$ cat config.mk
export PLATFORM = sky130hd
export DESIGN_NAME = pc_fetch_ctrl
export DESIGN_NICKNAME = d
export VERILOG_FILES = /design/src/rtl/pc_fetch_ctrl_pkg.sv /design/src/rtl/fetch_wdog.sv /design/src/rtl/pc_fetch_ctrl.sv
export SDC_FILE = /design/constraint.sdc
export NUM_CORES = 1
export LEC_CHECK = 0
export CAP_MARGIN = 20
export CORE_ASPECT_RATIO = 1.75
export CORE_UTILIZATION = 40
export DETAILED_ROUTE_END_ITERATION = 7
export PLACE_DENSITY = 0.81
export SKIP_CTS_REPAIR_TIMING = 1
export SYNTH_ARGS = -nofsm -noshare
export SYNTH_HDL_FRONTEND = slang
export SYNTH_SLANG_ARGS = --single-unit
$ cat constraint.sdc
create_clock -name clk -period 3.6 [get_ports clk]
set_input_delay 0.9 -clock clk [delete_from_list [all_inputs] [get_ports clk]]
set_output_delay 0.9 -clock clk [all_outputs]
set_load 0.02 [all_outputs]
$ cat src/rtl/pc_fetch_ctrl_pkg.sv
// rtl/pc_fetch_ctrl_pkg.sv - shared CPU definitions: fetch FSM states, NPC op codes, reset PC
package pc_fetch_ctrl_pkg;

   typedef enum logic [1:0] {
      ST_IDLE = 2'd0,
      ST_WAIT = 2'd1,
      ST_DROP = 2'd2
   } fetch_state_e;

   typedef enum logic [1:0] {
      NPC_PLUS4  = 2'd0,
      NPC_BRANCH = 2'd1,
      NPC_JAL    = 2'd2,
      NPC_JALR   = 2'd3
   } npc_op_e;

   localparam logic [31:0] RESET_PC_DEFAULT = 32'h0000_0000;

   function automatic logic [31:0] align_pc(input logic [31:0] addr);
      return {addr[31:2], 2'b00};
   endfunction

endpackage

$ cat src/rtl/fetch_wdog.sv
// rtl/fetch_wdog.sv - counts cycles an instruction fetch stays outstanding; raises sticky timeout
module fetch_wdog #(
   parameter int unsigned MAX_WAIT = 16
) (
   input  logic clk,
   input  logic rstn,
   input  logic busy_i,
   input  logic done_i,
   output logic timeout_o
);

   localparam int unsigned CW = $clog2(MAX_WAIT + 1);
   localparam logic [CW-1:0] MAX_C = CW'(MAX_WAIT);

   logic [CW-1:0] cnt_q, cnt_d;
   logic          to_q, to_d;

   // Counting stops at the acknowledge edge, so a completed fetch never trips the flag.
   always_comb begin
      cnt_d = '0;
      if (busy_i && !done_i) begin
         cnt_d = (cnt_q == MAX_C) ? cnt_q : cnt_q + 1'b1;
      end
      to_d = to_q | (cnt_d == MAX_C);
   end

   always_ff @(posedge clk or negedge rstn) begin
      if (!rstn) begin
         cnt_q <= '0;
         to_q  <= 1'b0;
      end else begin
         cnt_q <= cnt_d;
         to_q  <= to_d;
      end
   end

   assign timeout_o = to_q;

endmodule

$ cat src/rtl/pc_fetch_ctrl.sv
// rtl/pc_fetch_ctrl.sv - PC register, instruction fetch FSM and IF/ID result register
import pc_fetch_ctrl_pkg::*;

module pc_fetch_ctrl #(
   parameter logic [31:0] RESET_PC = RESET_PC_DEFAULT,
   parameter int unsigned MAX_WAIT = 16
) (
   input  logic        clk,
   input  logic        rstn,
   input  logic        stall,
   input  logic        redirect,
   input  logic [31:0] redirect_pc,
   input  logic        imem_ack,
   input  logic [31:0] imem_rdata,
   output logic        imem_req,
   output logic [31:0] imem_addr,
   output logic [31:0] pc,
   output logic        if_valid,
   output logic [31:0] if_inst,
   output logic [31:0] if_pc,
   output logic        flush,
   output logic        misalign,
   output logic        timeout,
   output logic [31:0] fetch_cnt
);

   fetch_state_e state_q, state_d;
   logic [31:0]  pc_q, pc_d, inst_q, inst_d, ipc_q, ipc_d, cnt_q, cnt_d;
   logic         valid_q, valid_d, flush_q, mis_q, mis_d;
   logic         deliver;

   assign deliver = (state_q == ST_WAIT) && imem_ack && !redirect;

   always_ff @(posedge clk or negedge rstn) begin
      if (!rstn) state_q <= ST_IDLE;
      else       state_q <= state_d;
   end

   always_comb begin
      state_d = state_q;
      unique case (state_q)
         ST_IDLE: if (!redirect && !stall) state_d = ST_WAIT;
         ST_WAIT: begin
            if (redirect)      state_d = imem_ack ? ST_IDLE : ST_DROP;
            else if (imem_ack) state_d = stall ? ST_IDLE : ST_WAIT;
         end
         ST_DROP: if (imem_ack) state_d = ST_IDLE;
         default: state_d = ST_IDLE;
      endcase
   end

   always_comb begin
      imem_req = (state_q != ST_IDLE);
   end

   // Redirect wins over everything; a consumed result (stall=0) empties the slot.
   always_comb begin
      pc_d    = pc_q;
      valid_d = stall ? valid_q : 1'b0;
      inst_d  = inst_q;
      ipc_d   = ipc_q;
      cnt_d   = cnt_q;
      mis_d   = mis_q;
      if (redirect) begin
         pc_d    = align_pc(redirect_pc);
         valid_d = 1'b0;
         mis_d   = mis_q | (redirect_pc[1:0] != 2'b00);
      end else if (deliver) begin
         pc_d    = pc_q + 32'd4;
         valid_d = 1'b1;
         inst_d  = imem_rdata;
         ipc_d   = pc_q;
         cnt_d   = cnt_q + 32'd1;
      end
   end

   always_ff @(posedge clk or negedge rstn) begin
      if (!rstn) begin
         pc_q    <= RESET_PC;
         valid_q <= 1'b0;
         inst_q  <= '0;
         ipc_q   <= '0;
         cnt_q   <= '0;
         flush_q <= 1'b0;
         mis_q   <= 1'b0;
      end else begin
         pc_q    <= pc_d;
         valid_q <= valid_d;
         inst_q  <= inst_d;
         ipc_q   <= ipc_d;
         cnt_q   <= cnt_d;
         flush_q <= redirect;
         mis_q   <= mis_d;
      end
   end

   fetch_wdog #(.MAX_WAIT(MAX_WAIT)) u_wdog (
      .clk       (clk),
      .rstn      (rstn),
      .busy_i    (state_q != ST_IDLE),
      .done_i    (imem_ack),
      .timeout_o (timeout)
   );

   assign imem_addr = pc_q;
   assign pc        = pc_q;
   assign if_valid  = valid_q;
   assign if_inst   = inst_q;
   assign if_pc     = ipc_q;
   assign flush     = flush_q;
   assign misalign  = mis_q;
   assign fetch_cnt = cnt_q;

endmodule

==> results.txt <==
----------------------------------------------------
[Worst setup path]
  Maximum fanout encountered on the critical timing path ... 10
  WS Path Type ... reg2out
  Type of origin of the critical path ... flip-flop
  Critical path endpoint category ... primary output
  Arrival time at the worst endpoint ... 1.86 ns
  Critical Path Slowest Stage Cell ... sky130_fd_sc_hd__clkdlybuf4s50_1
  Reg-to-reg setup timing slack ... 1.26 ns
  Largest stage delay, worst path ... 0.57 ns
  Cell Chain, Critical Path ... or2_2, clkdlybuf4s50_1
  Worst path required time ... 2.70 ns

[Die]
  Floorplan die height ... 169 µm
  Core region area ... 15,500 µm²
  Number of standard-cell rows in the floorplan ... 60
  Top-level port count ... approximately 230
  Die outline width ... 97.6 µm
  Starting density of the core ... 41.4%
  Total Die Area ... about 17,000 µm²

[Routing]
  DRC ... 0
  Post-detailed-route via-to-cell ratio ... slightly above 5
  Via Count ... between 5,000 and 6,000
  Residual antenna-violating net count after detailed routing ... 0
  Count of routing violations after the opening detailed-route iteration ... 208
  Number of optimization iterations in the first detailed-route pass ... 4
  Total length of routed wires ... between 15 and 20 mm
  Detailed-route wire length per cell ... between 15 and 20 µm

[Timing]
  Finish-stage setup viols ... 0
  Hold violation total from the final report ... 0
  Maximum clock frequency ... around 360 MHz
  Setup Skew ... 0.00691 ns
  Slew Limit Headroom ... 34.8%
  Tcrit/Tclk final ... 76.6%
  Pin slew with the least headroom to its limit ... 0.977 ns
  Final critical-path required period ... 2.76 ns
  Final setup slack of the worst path ... 0.843 ns
  Setup tns final ... 0 ns
  Unrepaired setup endpoints after global routing ... no
  Count of pins over their slew limit ... 0

[Placed design]
  Pre-CTS WS ... 0.519 ns
  Half-perimeter wire length after placement ... ~13 mm
  Port Buf Inserts ... about 230
  Weighted congestion reported at the end of routability-driven placement ... 0.807

[Clock tree]
  Worst-Skew Late Latency ... 0.42 ns
  Worst-path clk slew ... 0.06 ns
  H-tree depth ... 4
  TritonCTS clock tree ... yes
  Largest buffer count on any clock path ... 2
  Clock Sinks ... approximately 140
  Number of CTS-inserted buffers ... 17
  Clock root buffer ... sky130_fd_sc_hd__clkbuf_16

[Power and ir drop]
  Static leakage ... 4.07 nW
  Design Power ... 4.88 mW
  Worst vdd rail ir drop ... 0.290 mV
  Ratio of total power to cell area ... between 500 and 600 nW/µm²

[GRT]
  Largest net degree at the start of global routing ... 64
  Fraction of met3 tracks used by global routing ... 4.08%
  Number of antenna violations at the first check in global routing ... 0
  Global-route met2 utilization ... 39.4%
  Wire length of the first global-routing pass ... 28.9 mm
  Sum of overflow across all layers after global routing ... 0
  Most heavily used metal layer in global routing ... met2
  Met1 usage in global routing ... 25.5%
  Via count of the first global-routing pass ... 5,519
  Global routing usage summed across all routing layers ... 22.0%

[Cells and area]
  Area growth, synth to finish ... 43.2%
  Fin nets ... 955
  Fraction of layout instances using a drive strength above 1 ... 6.03%
  Count of antenna diodes in the layout ... 0
  Total of fill cells in the finished design ... between 1,000 and 1,500
  Final standard cell utilization of the core ... around 59%

[Logic synthesis]
  Cell with the most instances after synthesis ... sky130_fd_sc_hd__nand2_1
  Sequential cell area fraction in the yosys report ... between 50 and 60%
  Share of flip-flops with an asynchronous set or reset after synthesis ... 100%
  Most area-consuming cells after synthesis ... sky130_fd_sc_hd__dfrtp_1 (53%), sky130_fd_sc_hd__nand2_1 (13%), sky130_fd_sc_hd__buf_4 (4.2%)
  Number of synthesized flops with an enable pin ... 0
  Synth cell count leaders ... sky130_fd_sc_hd__nand2_1 (220), sky130_fd_sc_hd__dfrtp_1 (135), sky130_fd_sc_hd__buf_4 (36), sky130_fd_sc_hd__nand3_1 (31), sky130_fd_sc_hd__xnor2_1 (24)
  Yosys cell types ... 48
  Yosys warnings ... 0
  Most used DFF post-synth ... sky130_fd_sc_hd__dfrtp_1
  Post-synthesis cell type with the largest combined area ... sky130_fd_sc_hd__dfrtp_1
  Syn avg cell area ... 9.24 µm²
  Synthesized cell area ... roughly 6400 µm²
  Post-synth top area share ... 52.8%
  Post-synthesis instance total ... 692
  Synthesized flop and latch total ... about 140

[Run]
  Number of max-cap violations ... 0

[Min path]
  Class of the most critical hold timing path ... in2async

[Run status]
  Result of the run ... finished clean

----------------------------------------------------
-- kinds of logic after synthesis --
kind of cell	synth area share (%)
other	0.0586
XOR/XNOR	6.16
AND/OR/NAND/NOR	27.4
flip-flops	52.8
buffers and inverters	6.96
AO/OA/AOI/OAI	5.18
multiplexers	0.665
adder cells (fa/ha/maj)	0.783
-- area by class of cell --
| class | instances | area [µm²] | area share, % |
|---|---|---|---|
| sequential | 135 | 3380 | 36.9 |
| multi-input combinational | 483 | 2610 | 28.5 |
| timing repair buffer | 235 | 2350 | 25.6 |
| clock buffer | 17 | 425 | 4.65 |
| tap | 186 | 233 | 2.54 |
| clock inverter | 15 | 130 | 1.42 |
| inverter | 10 | 37.5 | 0.410 |
-- through the flow --
step	instance area [µm²]	cells	hold slack, ns
floorplan	6410	697	0.513
global placement	8600	1049	0.456
detailed placement	8600	1049	0.452
CTS	9160	1081	0.452
global route	9160	1081	0.466
finish	9160	1081	0.437
-- layer usage --
| layer | vias to the layer above | wire, µm |
|---|---|---|
| met5 | - | 0 |
| met1 | 2709 | 6940 |
| met2 | 191 | 9450 |
| met3 | 44 | 860 |
| met4 | 0 | 600 |
| li1 | 2663 | - |
-- worst max-delay path, delay by kind of cell, from the launching register on --
kind / cells / cell delay [ns]
flops: 1 / 0.50
simple gates: 1 / 0.37
buf+inv: 1 / 0.57
-- cells in the final DEF, fill, tap and decap left out, drive strengths merged, types with 4 or more instances in the layout --
cell and n:
o21ai 22, nand3 31, nor3 16, xor2 21
inv 13, nor4 10, o31ai 6, or4 13
xnor2 24, or3 8, clkdlybuf4s50 226, nand4 17
clkinv 8, buf 9, clkbuf 17, nand2 220
nor2 23, dfrtp 135, ha 4, nand2b 6
a31oi 14, and4 7, conb 6, nand3b 4
-- power breakdown --
group          switching, mW  total (mW)  internal [mW]
Sequential             0.205        1.95           1.74
Combinational          0.662        1.28          0.621
Clock                  0.698        1.65          0.951
-- registers in the layout, summed over array words and instances, names as in the netlist, 2 cells and up --
signal,cells
fetch_cnt,32
if_inst,32
if_pc,30
imem_addr,30
state_q,2
u_wdog.cnt_q,5
-- final timing paths --
check | startpoint | end | cells past startpoint
max | state_q[0]$_DFFE_PN0P_ | imem_req | 2
min | rstn | if_inst[12]$_DFFE_PN0P_ | 1
max reg2reg | imem_addr[2]$_DFFE_PN0N_ | imem_addr[22]$_DFFE_PN0N_ | 5
min reg2reg | misalign$_DFFE_PN0P_ | misalign$_DFFE_PN0P_ | 1
max in group asynchronous | rstn | imem_addr[27]$_DFFE_PN0N_ | 2
min in group clk | misalign$_DFFE_PN0P_ | misalign$_DFFE_PN0P_ | 1
No activity file was read; power rests on OpenSTA's default activity.
